===== src/rtl/pwm4_gen.sv =====
// PWM generator slaved to an upstream free-running 4-bit counter.
// The duty value is double-buffered so it only changes on period boundaries while running.
module pwm4_gen (
    input  logic       CLK,
    input  logic       RESET,
    input  logic [3:0] CNT,
    input  logic       COUT,
    input  logic       EN,
    input  logic [3:0] DUTY,
    input  logic       DUTY_VALID,
    output logic       DUTY_READY,
    output logic       PWM,
    output logic [3:0] O,
    output logic [7:0] PERIODS,
    output logic       DONE,
    output logic [1:0] state_dbg
);

    typedef enum logic [1:0] {
        IDLE = 2'd0,
        SYNC = 2'd1,
        RUN  = 2'd2
    } state_t;

    state_t     state_q;
    state_t     state_d;

    logic [3:0] active_q;
    logic [3:0] active_d;
    logic [3:0] shadow_q;
    logic [3:0] shadow_d;
    logic       pending_q;
    logic       pending_d;
    logic       pwm_q;
    logic       pwm_d;
    logic       done_q;
    logic       done_d;
    logic [7:0] periods_q;
    logic [7:0] periods_d;

    logic       in_period;
    logic       accept;

    // Duty handshake: a word moves when DUTY_VALID and DUTY_READY are both high at a
    // rising CLK edge; READY depends only on the pending flag, never on VALID, and a
    // source seeing VALID without READY must hold DUTY stable until it is accepted.
    assign DUTY_READY = ~pending_q;
    assign accept     = DUTY_VALID & ~pending_q;
    assign in_period  = (state_q == SYNC) || (state_q == RUN);

    // Next-state logic; dropping EN wins over every other transition.
    always_comb begin
        state_d = state_q;
        if (!EN) begin
            state_d = IDLE;
        end else begin
            case (state_q)
                IDLE:    state_d = SYNC;
                SYNC:    if (COUT) state_d = RUN;
                RUN:     state_d = RUN;
                default: state_d = IDLE;
            endcase
        end
    end

    // Duty buffering: while aligned to the counter, active only moves in the COUT cycle,
    // either from the shadow or straight from the bus when nothing is pending.
    always_comb begin
        active_d  = active_q;
        shadow_d  = shadow_q;
        pending_d = pending_q;
        if (in_period && COUT) begin
            if (pending_q) begin
                active_d  = shadow_q;
                pending_d = 1'b0;
            end else if (accept) begin
                active_d = DUTY;
            end
        end else begin
            if (accept) begin
                shadow_d  = DUTY;
                pending_d = 1'b1;
            end else if ((state_q == IDLE) && pending_q) begin
                active_d  = shadow_q;
                pending_d = 1'b0;
            end
        end
    end

    // Output stage: PWM is registered, so it lags the counter by one cycle.
    always_comb begin
        pwm_d     = (state_q == RUN) && EN && (CNT < active_q);
        done_d    = (state_q == RUN) && COUT;
        periods_d = periods_q;
        if (done_d && (periods_q != 8'hFF)) begin
            periods_d = periods_q + 8'd1;
        end
    end

    always_ff @(posedge CLK) begin
        if (RESET) begin
            state_q   <= IDLE;
            active_q  <= 4'd0;
            shadow_q  <= 4'd0;
            pending_q <= 1'b0;
            pwm_q     <= 1'b0;
            done_q    <= 1'b0;
            periods_q <= 8'd0;
        end else begin
            state_q   <= state_d;
            active_q  <= active_d;
            shadow_q  <= shadow_d;
            pending_q <= pending_d;
            pwm_q     <= pwm_d;
            done_q    <= done_d;
            periods_q <= periods_d;
        end
    end

    assign PWM       = pwm_q;
    assign O         = active_q;
    assign PERIODS   = periods_q;
    assign DONE      = done_q;
    assign state_dbg = state_q;

endmodule


===== config.mk =====
export PLATFORM = sky130hd
export DESIGN_NAME = pwm4_gen
export DESIGN_NICKNAME = d
export VERILOG_FILES = /design/src/rtl/pwm4_gen.sv
export SDC_FILE = /design/constraint.sdc
export NUM_CORES = 1
export LEC_CHECK = 0
export BUFFER_PORTS_ARGS = -buffer_cell sky130_fd_sc_hd__buf_2
export CORE_MARGIN = 2
export CORE_UTILIZATION = 46
export DETAILED_ROUTE_END_ITERATION = 10
export PLACE_DENSITY = 0.74
export SLEW_MARGIN = 10
export SYNTH_ARGS = -nofsm -noshare
export SYNTH_HDL_FRONTEND = slang
export SYNTH_SLANG_ARGS = --single-unit

===== constraint.sdc =====
create_clock -name CLK -period 1.6 [get_ports CLK]
set_clock_uncertainty 0.05 [all_clocks]
set_input_delay 0.24 -clock CLK [delete_from_list [all_inputs] [get_ports CLK]]
set_output_delay 0.24 -clock CLK [all_outputs]
set_load 0.005 [all_outputs]

# Word level (Yosys, flattened, before mapping)
# Cells that the tools add are included.
# totals
register_bits	21
in_bits	13
out_inout_bits	17
wordCells	42
# op_classes
addsub	1
magnitude_cmp	1
eq_ne	6
n_mux	9
bitwise_logic	4
reduce_logical	14
# op_table
operator	n
$mux 4	5
$add 8x1->8 const B	1
$ne 8x8->1 const B	1
$logic_and 1x1->1	6
$pmux 2 s3	1
$lt 4x4->1	1
$reduce_bool 2->1	2
$reduce_or 2->1	2
$ne 3x3->1 const B	1
$not 1->1	3
$reduce_and 3->1	1
$eq 2x1->1 const B	1
$eq 2x2->1 const B	1
$logic_not 2->1	1
$mux 1	2
$mux 2	1
$ne 2x1->1 const B	1
$ne 2x2->1 const B	1
$reduce_and 2->1	1
$and 1x1->1	1
$logic_or 1x1->1	1

# Logic depth before layout (Yosys ltp)
# Gate-level depths: netlist of run 1.
# logic_depth
ltp_word	5
ltp_mapped	6

# Least setup slack after synthesis of run 1
# Ideal clock, no wire load.
# synth_path
kind	reg-to-reg
start	register state_q[0], in the netlist state_dbg[0]
end	register active_q[0], in the netlist O[0]
setup_time_ns	0.119
arrival_time_ns	1.411
required_time_ns	1.431
slack_ns	0.020
stages_incl_launch_ff	7
path_buffers	1
period_less_slack_ns	1.580
cell_sequence	dfxtp_1 inv_1 ha_1 and2_0 buf_2 a2bb2oi_2 o221a_2
# synth_via
elab_chain_len	5
word_cells_on_any_way	11
cone_classes	eq/ne (4); mux (1); reduce/logical (6)
# synth_lines
element	line	text
start, declared	25	state_t state_q;
start signal, assigned	110	state_q <= state_d;
$eq 2x1->1 or $eq 2x2->1 (tied branches)	49	assign in_period = (state_q == SYNC) || (state_q == RUN);
$logic_or 1x1->1	49	
$logic_and 1x1->1	72	if (in_period && COUT) begin
$ne 3x3->1 (no source line) (tied with other cells)	-	
$reduce_and 3->1 (no source line)	-	
end signal, assigned	111	active_q <= active_d;
end, declared	28	logic [3:0] active_q;
# Several ways; a longest one is shown, not always the timed one.
# A chain may end at the register's enable or synchronous reset.

# Worst setup path after layout of run 1
# layout_path
start	register state_q[1], in the netlist state_dbg[1]
end	register active_q[3], in the netlist O[3]
# Same word-level chain as after synthesis.

==> results of run 1 <==
==> kinds of logic (layout without fill, tap and decap cells) <==
kind of cell               count (synthesis)  after routing
and+or+nand+nor                           37             37
AOI/OAI and AO/OA                         36             36
DFF                                       21             21
buffers and inverters                     17             47
adders and majority gates                  7              7
muxes                                      4              4
==> through the flow <==
step / setup TNS (ns) / util (%) / power [W] / instances / hold WS (ns)
after floorplan: 0 / - / 0.000671 / 122 / 0.338
after CTS: 0 / 58.1 / 0.000978 / 180 / 0.143
final: 0 / 58.9 / 0.000971 / 180 / 0.151
after detailed placement: -0.00764 / 57.0 / 0.000729 / 176 / 0.435
after global placement: 0 / 57.0 / 0.000723 / 176 / 0.439
after global routing: -0.00281 / 58.9 / 0.00103 / 180 / 0.151
==> state kept, by name, summed over array words and instances (netlist names) <==
signal	flops
state_dbg	2
O	4
DONE	1
PERIODS	8
shadow_q	4
pending_q	1
PWM	1
==> repair_timing <==
item                                    CTS  global route
endpoints found under the setup margin    4             6
hold buffers                              0             0
gates resized for setup                   1             8
==> report_power, final <==
| group | switching, W | internal [W] | leakage (nW) |
|---|---|---|---|
| Combinational | 0.0000816 | 0.0000758 | 0.392 |
| Clock | 0.000153 | 0.0000969 | 0.0150 |
| Sequential | 0.0000175 | 0.000546 | 0.172 |
==> worst max-delay path: stages (launching register included) <==
cell	delay [ns]
dfxtp_2	0.36
inv_1	0.06
ha_1	0.28
buf_4	0.15
and4b_2	0.25
a21oi_2	0.16
o221a_2	0.18
==> routing by layer <==
| layer | vias up | GRT usage [%] |
|---|---|---|
| met3 | 2 | 2.78 |
| li1 | 513 | - |
| met5 | - | 0 |
| met1 | 485 | 21.3 |
| met4 | 0 | 7.26 |
| met2 | 21 | 33.5 |
==> placed cells by master (no fill, tap or decap), types with 2 or more instances in the layout <==
cell type  synthesis  layout
a21oi_1           11       8
a21oi_2            1       4
dfxtp_1           21      19
o221a_2            4       4
ha_1               7       7
buf_4              0       4
nand2b_1           6       6
nand4_1            2       2
nor2_1             4       4
clkbuf_4           0       3
inv_1             10      10
o21ai_0            6       6
nand2_1            3       3
and4_1             3       2
nand3_1            7       7
nor2b_1            2       2
mux2i_1            3       3
a31oi_1            2       2
a211oi_1           3       3
dfxtp_2            0       2
buf_2              3      29
nor3_1             3       3
nor3b_1            2       2
==> worst max-delay path by stage <==
stage,from,endpoint,cells past startpoint
floorplan,state_dbg[0]$_SDFFE_PP0P_,O[0]$_SDFFE_PP0P_,6
global placement,state_dbg[1]$_SDFFE_PP0P_,O[1]$_SDFFE_PP0P_,5
detailed placement,state_dbg[1]$_SDFFE_PP0P_,O[3]$_SDFFE_PP0P_,5
CTS,state_dbg[1]$_SDFFE_PP0P_,O[3]$_SDFFE_PP0P_,6
global route,state_dbg[0]$_SDFFE_PP0P_,O[0]$_SDFFE_PP0P_,6
finish,state_dbg[1]$_SDFFE_PP0P_,O[3]$_SDFFE_PP0P_,6
==> area by class of cell <==
cell class | instances | area [sq um]
Tap cell | 28 | 35.0
Multi-Input combinational cell | 84 | 643
Sequential cell | 21 | 423
Clock buffer | 4 | 26.3
Fill cell | 219 | 936
Inverter | 10 | 37.5
Timing Repair Buffer | 33 | 175
==> impl_metrics.yaml, run 1 <==
clocking:
  htree_levels: 1
  clock_latency_ns: 0.29
  clk_pin_slew_ns: 0.11
  numCtsBuffers: 3
  clock_path_buffers: 2
  cts_tree: "done"
  cts_setup_buffers: 0
  clkSinkCount: 21
  root_buffer: "clkbuf_4"
route:
  wl_met2_mm: 1.24
  viasPerCell: 5.67
  drt-total-wl_mm: 2.44
  vias: 1021
  wl_met1_mm: 1.08
  drc: 0
  dr.max_layer_used: "met4"
  ant_nets: 0
  dr.pass1.iters: 4
  drtIter0Drc: 19
  routedWlPerCell_microns: 13.6
  wl_met3_microns: 112
floorplan:
  rows: 17
  die_h_microns: 53.6
  die_x_microns: 53.6
  coreArea_sq_um: 2280
  dieArea_sq_um: 2870
  initial_core_util_pct: 49.8
  io_pins: 30
yosys:
  ys.warnings.count: 0
  synth_edf_count: 0
  synthTopCellsByArea: "dfxtp_1, ha_1, a21oi_1"
  yosysTopAreaCellShare_pct: 37.1
  netlist_area_sq_um: 1130
  synth_top_family_by_area: "compound AO/OA/AOI/OAI gates"
  yosys.cell_types.count: 38
  ys_seq_area_share_pct: 37.1
  yosys.area_share.simple_pct: 20.0
  yosysTopAreaCell: "dfxtp_1"
  post-synth-top-count-cell: "dfxtp_1"
  synthTopCellsByCount: "dfxtp_1, a21oi_1, inv_1, ha_1, nand3_1"
  synth-xor-area-share_pct: 0
  yosys_most_used_dff: "dfxtp_1"
  async_flop_share_pct: 0
  synth_mux_area_share_pct: 3.65
  syn_inst: 122
  yosys.area_share.adder_pct: 7.73
  synth_area_per_cell_sq_um: 9.28
  ys_ff_latch: 21
  synth_compound_area_share_pct: 24.1
  synthesis.nets: 142
timing:
  hold_violations: 0
  worst_pin_slew_ns: 0.406
  maxSlewViolCount: 0
  relSlewSlack_pct: 72.9
  fmaxAchievable_ghz: 0.650
  setup_viol: 0
  min_period_over_period_pct: 96.1
  fin_crit_ns: 1.54
  rsz0062_at_grt: "true"
  setup_ws_ns: 0.0619
power_and_ir_drop:
  power.static_leakage_nw: 0.579
  vdd.ir_drop.worst_mv: 0.423
  power.density_nw_per_um2: 725
worst_hold_path:
  hold_depth: 3
  hold_end: "shadow_q[2]$_SDFFE_PP0P_"
  min-delay-start: "DUTY[2]"
  min_path_type: "in -> reg"
global_route:
  grt_pass1_wl_mm: 3.90
  overflow: 0
  grt_pass1_vias: 947
  grt_start_max_net_pins: 22
  antenna_found_initial: 0
  track_usage_pct: 18.4
place:
  place_hpwl_mm: 1.88
  place_ws_ns: -0.00560
  numPortBuffers: 29
  postPlaceCellArea_sq_um: 1300
  place.gp.congestion: 0.892
critical_path:
  rrSetupSlack_ns: 0.06
  worstPathArrival_ns: 1.74
  crit_fanout: 4
  critPathLaunchType: "register"
  r2r_cells: 6
  endpoint_kind: "register"
  reg2reg_from: "state_dbg[1]$_SDFFE_PP0P_"
  required_ns: 1.80
  r2r_end: "O[3]$_SDFFE_PP0P_"
  crit_type: "reg -> reg"
cells_and_area:
  drive_gt1_share_pct: 36.8
  syn_to_final_growth_pct: 18.3
  num-nets-final: 173
  antenna_cells: 0
  finalInstanceArea_sq_um: 1340
run:
  cap_violations: 0
outcome:
  status: "finished clean"
(Power assumes the default switching activity.)
==> inputs of run 2 (changes only) <==
CAP_MARGIN = 10   (was default)
CORE_UTILIZATION = 55   (was 46)
PLACE_DENSITY = 0.83   (was 0.74)
clock period = 1.95 ns   (was 1.6 ns; I/O delays follow)
==> run 2 against run 1 <==
Against the previous run: sequential power fell by 18%; fmax shrank 9.8%; non-clock buffer count fell by 4; utilization rose by 7.7 points; register-to-register slack improved by 0.18 ns; sequential share of layout area is 0.97 points higher; global-route usage increased by 2.0 points; largest power group unchanged; total power fell by 19%; die area is 15% lower; first-iteration DRC count grew 74%; wire length down 7.6%; final cell count down 2.8%.
==> impl_metrics.yaml, run 2 (synthesized netlist as in run 1, its figures left out) <==
timing:
  setup_viol: 0
  relSlewSlack_pct: 71.3
  worst_pin_slew_ns: 0.429
  hold_violations: 0
  maxSlewViolCount: 0
  min_period_over_period_pct: 87.5
  rsz0062_at_grt: "false"
  tns_ns: 0
  fmaxAchievable_ghz: 0.586
  whs_ns: 0.189
  fin_crit_ns: 1.71
worst_hold_path:
  min_path_type: "in -> reg"
cells_and_area:
  syn_to_final_growth_pct: 14.1
  layout_common_cells: "buf_2, dfxtp_1, a21oi_1"
  num-nets-final: 169
  antenna_cells: 0
  largest_register_ffs: 8
  multi_input_area_sq_um: 628
  final_common_cell: "buf_2"
  seq_area_sq_um: 420
  fillers: 168
  drive_gt1_share_pct: 31.1
critical_path:
  rrSetupSlack_ns: 0.24
  r2r_end: "O[1]$_SDFFE_PP0P_"
  required_ns: 2.10
  r2r_cells: 5
  slowest_stage: "dfxtp_1"
  path_cells: "inv_1, ha_1, and2_0, o21ai_2, o221a_2"
  startpoint: "state_dbg[1]$_SDFFE_PP0P_"
  crit_end: "O[1]$_SDFFE_PP0P_"
  crit_type: "reg -> reg"
  worstPathArrival_ns: 1.86
  critPathLaunchType: "register"
  crit_fanout: 7
  endpoint_kind: "register"
  reg2reg_from: "state_dbg[1]$_SDFFE_PP0P_"
  cpPeakStageDelay_ns: 0.39
route:
  drt-total-wl_mm: 2.26
  dr.pass1.iters: 4
  ant_nets: 0
  viasPerCell: 5.57
  routedWlPerCell_microns: 12.9
  drc: 0
  drtIter0Drc: 33
  vias: 975
clocking:
  cts_tree: "done"
  clock_latency_ns: 0.30
  htree_levels: 1
  cts_hold_buf: 0
  post_cts_resized: 0
  clk_pin_slew_ns: 0.12
  cts_setup_buffers: 0
  root_buffer: "clkbuf_4"
  clkSinkCount: 21
  clock_path_buffers: 2
  numCtsBuffers: 3
place:
  place_hpwl_mm: 1.77
  numPortBuffers: 29
  place.gp.congestion: 0.926
floorplan:
  rows: 16
  coreArea_sq_um: 1940
  initial_core_util_pct: 58.3
  die_x_microns: 49.4
  die_h_microns: 49.4
  dieArea_sq_um: 2440
  io_pins: 30
global_route:
  track_usage_pct: 20.4
  grt_pass1_vias: 923
  antenna_found_initial: 0
  grt_pass1_wl_mm: 3.93
  grt_start_max_net_pins: 22
  overflow: 0
power_and_ir_drop:
  vdd.ir_drop.worst_mv: 0.546
  power.static_leakage_nw: 0.558
  power.density_nw_per_um2: 610
outcome:
  status: "finished clean"
run:
  cap_violations: 0
==> run 2: cell types whose count changed in the layout (fill, tap and decap cells not counted), sizes merged <==
cell	before	now
clkbuf	4	3
buf	33	29
clkinv	0	1
==> run 2: worst max-delay path: cells and delay by family (launching register included) <==
kind	cells	cell delay, ns
AOI/OAI and AO/OA	2	0.39
adders and majority gates	1	0.34
buffers and inverters	1	0.08
and+or+nand+nor	1	0.36
DFF	1	0.39
==> run 2: through the flow <==
step | setup slack (ns) | util (%) | area (sq um) | cells | power (W)
after floorplan | 0.370 | - | 1130 | 122 | 0.000551
after global placement | 0.337 | 65.1 | 1260 | 171 | 0.000586
after detailed placement | 0.250 | 65.1 | 1260 | 171 | 0.000592
after CTS | 0.241 | 66.6 | 1290 | 175 | 0.000796
after global routing | 0.129 | 66.6 | 1290 | 175 | 0.000841
final | 0.245 | 66.6 | 1290 | 175 | 0.000789
==> run 2: layout make-up <==
cell class	count	area share, %
timing repair buffer	29	11.2
tap	27	2.61
sequential	21	32.5
inverter	10	2.90
clock inverter	1	0.387
clock buffer	3	1.74
multi-input combinational	84	48.6
==> run 2: worst min path at each step <==
stage | startpoint | end | slack (ns) | depth (start not counted)
final | DUTY[1] | shadow_q[1]$_SDFFE_PP0P_ | 0.19 | 3
after CTS | DUTY[0] | shadow_q[0]$_SDFFE_PP0P_ | 0.18 | 3
after global routing | DUTY[0] | shadow_q[0]$_SDFFE_PP0P_ | 0.17 | 3
after detailed placement | shadow_q[1]$_SDFFE_PP0P_ | shadow_q[1]$_SDFFE_PP0P_ | 0.45 | 2
after floorplan | DUTY[0] | shadow_q[0]$_SDFFE_PP0P_ | 0.39 | 2
after global placement | shadow_q[3]$_SDFFE_PP0P_ | shadow_q[3]$_SDFFE_PP0P_ | 0.43 | 2
==> run 2: metal layers <==
layer / share of wire, % / GRT usage, %
met5: 0 / 0
met4: 0.93 / 9.26
met3: 4.3 / 4.29
met2: 52 / 36.7
met1: 43 / 22.8
==> run 2: where the power goes <==
part / internal [W] / switching [W] / leakage [nW]
clock: 0.0000763 / 0.000131 / 0.0177
sequential: 0.000448 / 0.0000141 / 0.171
combinational: 0.0000567 / 0.0000629 / 0.370
==> inputs of run 3 (changes only) <==
RECOVER_POWER = 100   (was default)
==> run 3 against run 2 <==
Against the previous run: clock power is essentially flat; via count grew 1.7%; die area is the same; final cell count is the same; sequential share of layout area grew 0.71 points; non-clock buffer count is the same; utilization shrank 1.4 points; critical path type unchanged; critical endpoint unchanged; largest power group unchanged.
==> impl_metrics.yaml, run 3 (synthesized netlist as in run 1, its figures left out) <==
outcome:
  status: "finished clean"
critical_path:
  r2r_cells: 5
  path_buf_inv: 1
  rrSetupSlack_ns: 0.20
  critPathTopFamily: "compound AO/OA/AOI/OAI gates"
  required_ns: 2.10
  r2r_end: "O[1]$_SDFFE_PP0P_"
  cp.depth: 5
  slowest_stage: "dfxtp_1"
  endpoint_kind: "register"
  crit_end: "O[1]$_SDFFE_PP0P_"
  reg2reg_from: "state_dbg[1]$_SDFFE_PP0P_"
  crit_type: "reg -> reg"
  crit_fanout: 7
  path_cells: "inv_1, ha_1, and2_0, o21ai_1, o221a_2"
  cpPeakStageDelay_ns: 0.39
  critPathLaunchType: "register"
  worstPathArrival_ns: 1.90
  startpoint: "state_dbg[1]$_SDFFE_PP0P_"
global_route:
  grt_start_max_net_pins: 22
  grt_pass1_vias: 923
  grt_pass1_wl_mm: 3.93
  overflow: 0
  track_usage_pct: 20.4
  antenna_found_initial: 0
worst_hold_path:
  min_path_type: "in -> reg"
  min-delay-start: "DUTY[1]"
floorplan:
  die_h_microns: 49.4
  die_x_microns: 49.4
  initial_core_util_pct: 58.3
  coreArea_sq_um: 1940
  io_pins: 30
  dieArea_sq_um: 2440
  rows: 16
route:
  ant_nets: 0
  vias: 992
  drc: 0
  drtIter0Drc: 24
  dr.pass1.iters: 4
  routedWlPerCell_microns: 13.0
  viasPerCell: 5.67
  drt-total-wl_mm: 2.28
power_and_ir_drop:
  switching_share_pct: 26.4
  combPwrFrac_pct: 14.8
  power.static_leakage_nw: 0.528
  p_total_w: 0.000786
  p_sw_w: 0.000208
  vdd.ir_drop.worst_mv: 0.544
  intPower_w: 0.000578
  clockPowerShare_pct: 26.4
  power.density_nw_per_um2: 621
  pwr-share-seq_pct: 58.8
place:
  numPortBuffers: 29
  place.gp.congestion: 0.926
  place_hpwl_mm: 1.77
clocking:
  post_cts_resized: 0
  cts_setup_buffers: 0
  htree_levels: 1
  clk_pin_slew_ns: 0.12
  clkSinkCount: 21
  clock_path_buffers: 2
  clock_latency_ns: 0.30
  numCtsBuffers: 3
  cts_tree: "done"
  cts_hold_buf: 0
  root_buffer: "clkbuf_4"
timing:
  worst_pin_slew_ns: 0.405
  hold_violations: 0
  setup_viol: 0
  relSlewSlack_pct: 73.0
  rsz0062_at_grt: "false"
  maxSlewViolCount: 0
  min_period_over_period_pct: 89.7
  fmaxAchievable_ghz: 0.571
  fin_crit_ns: 1.75
  tns_ns: 0
cells_and_area:
  final_common_cell: "buf_2"
  syn_to_final_growth_pct: 11.7
  num-nets-final: 169
  largest_register_ffs: 8
  drive_gt1_share_pct: 23.6
  layout_common_cells: "buf_2, dfxtp_1, a21oi_1"
  antenna_cells: 0
run:
  cap_violations: 0
-- run 3: layer usage --
| layer | track usage, % | vias to the layer above | part of all wire [%] |
|---|---|---|---|
| met5 | 0 | - | 0 |
| met4 | 9.26 | 0 | 0.92 |
| met3 | 4.29 | 4 | 5.3 |
| met2 | 36.7 | 30 | 51 |
| met1 | 22.8 | 454 | 43 |
| li1 | - | 504 | - |
-- run 3: through the flow --
stage / cells / hold slack [ns] / setup slack [ns] / util [%] / instance area, sq um
after floorplan: 122 / 0.390 / 0.370 / - / 1130
after global placement: 171 / 0.431 / 0.337 / 65.1 / 1260
after detailed placement: 171 / 0.450 / 0.250 / 65.1 / 1260
after CTS: 175 / 0.177 / 0.241 / 66.6 / 1290
after global routing: 175 / 0.165 / 0.0790 / 65.1 / 1260
final: 175 / 0.189 / 0.200 / 65.1 / 1260
-- run 3: layout make-up --
| cell class | count | area [sq um] |
|---|---|---|
| Fill cell | 175 | 677 |
| Multi-Input combinational cell | 84 | 609 |
| Sequential cell | 21 | 420 |
| Timing Repair Buffer | 29 | 136 |
| Inverter | 10 | 37.5 |
| Tap cell | 27 | 33.8 |
| Clock buffer | 3 | 22.5 |
| Clock inverter | 1 | 5.00 |
-- run 3: tightest hold or removal path, cell delays in order --
cell and delay (ns):
buf_2 0.10, nand3_1 0.06, a21oi_1 0.05
-- run 3: how the worst min path moves through the flow --
stage	to	cells past startpoint	slack [ns]
2_1_floorplan	shadow_q[0]$_SDFFE_PP0P_	2	0.39
3_3_place_gp	shadow_q[3]$_SDFFE_PP0P_	2	0.43
3_5_place_dp	shadow_q[1]$_SDFFE_PP0P_	2	0.45
4_1_cts	shadow_q[0]$_SDFFE_PP0P_	3	0.18
5_1_grt	shadow_q[0]$_SDFFE_PP0P_	3	0.17
6_report	shadow_q[1]$_SDFFE_PP0P_	3	0.19
-- run 3: power groups by stage --
stage | Clock, W | Combinational [W] | Sequential [W]
2_1_floorplan | 0 | 0.0000806 | 0.000470
3_3_place_gp | 0 | 0.000116 | 0.000470
3_5_place_dp | 0 | 0.000121 | 0.000472
4_1_cts | 0.000213 | 0.000121 | 0.000462
5_1_grt | 0.000239 | 0.000132 | 0.000466
6_report | 0.000208 | 0.000116 | 0.000462
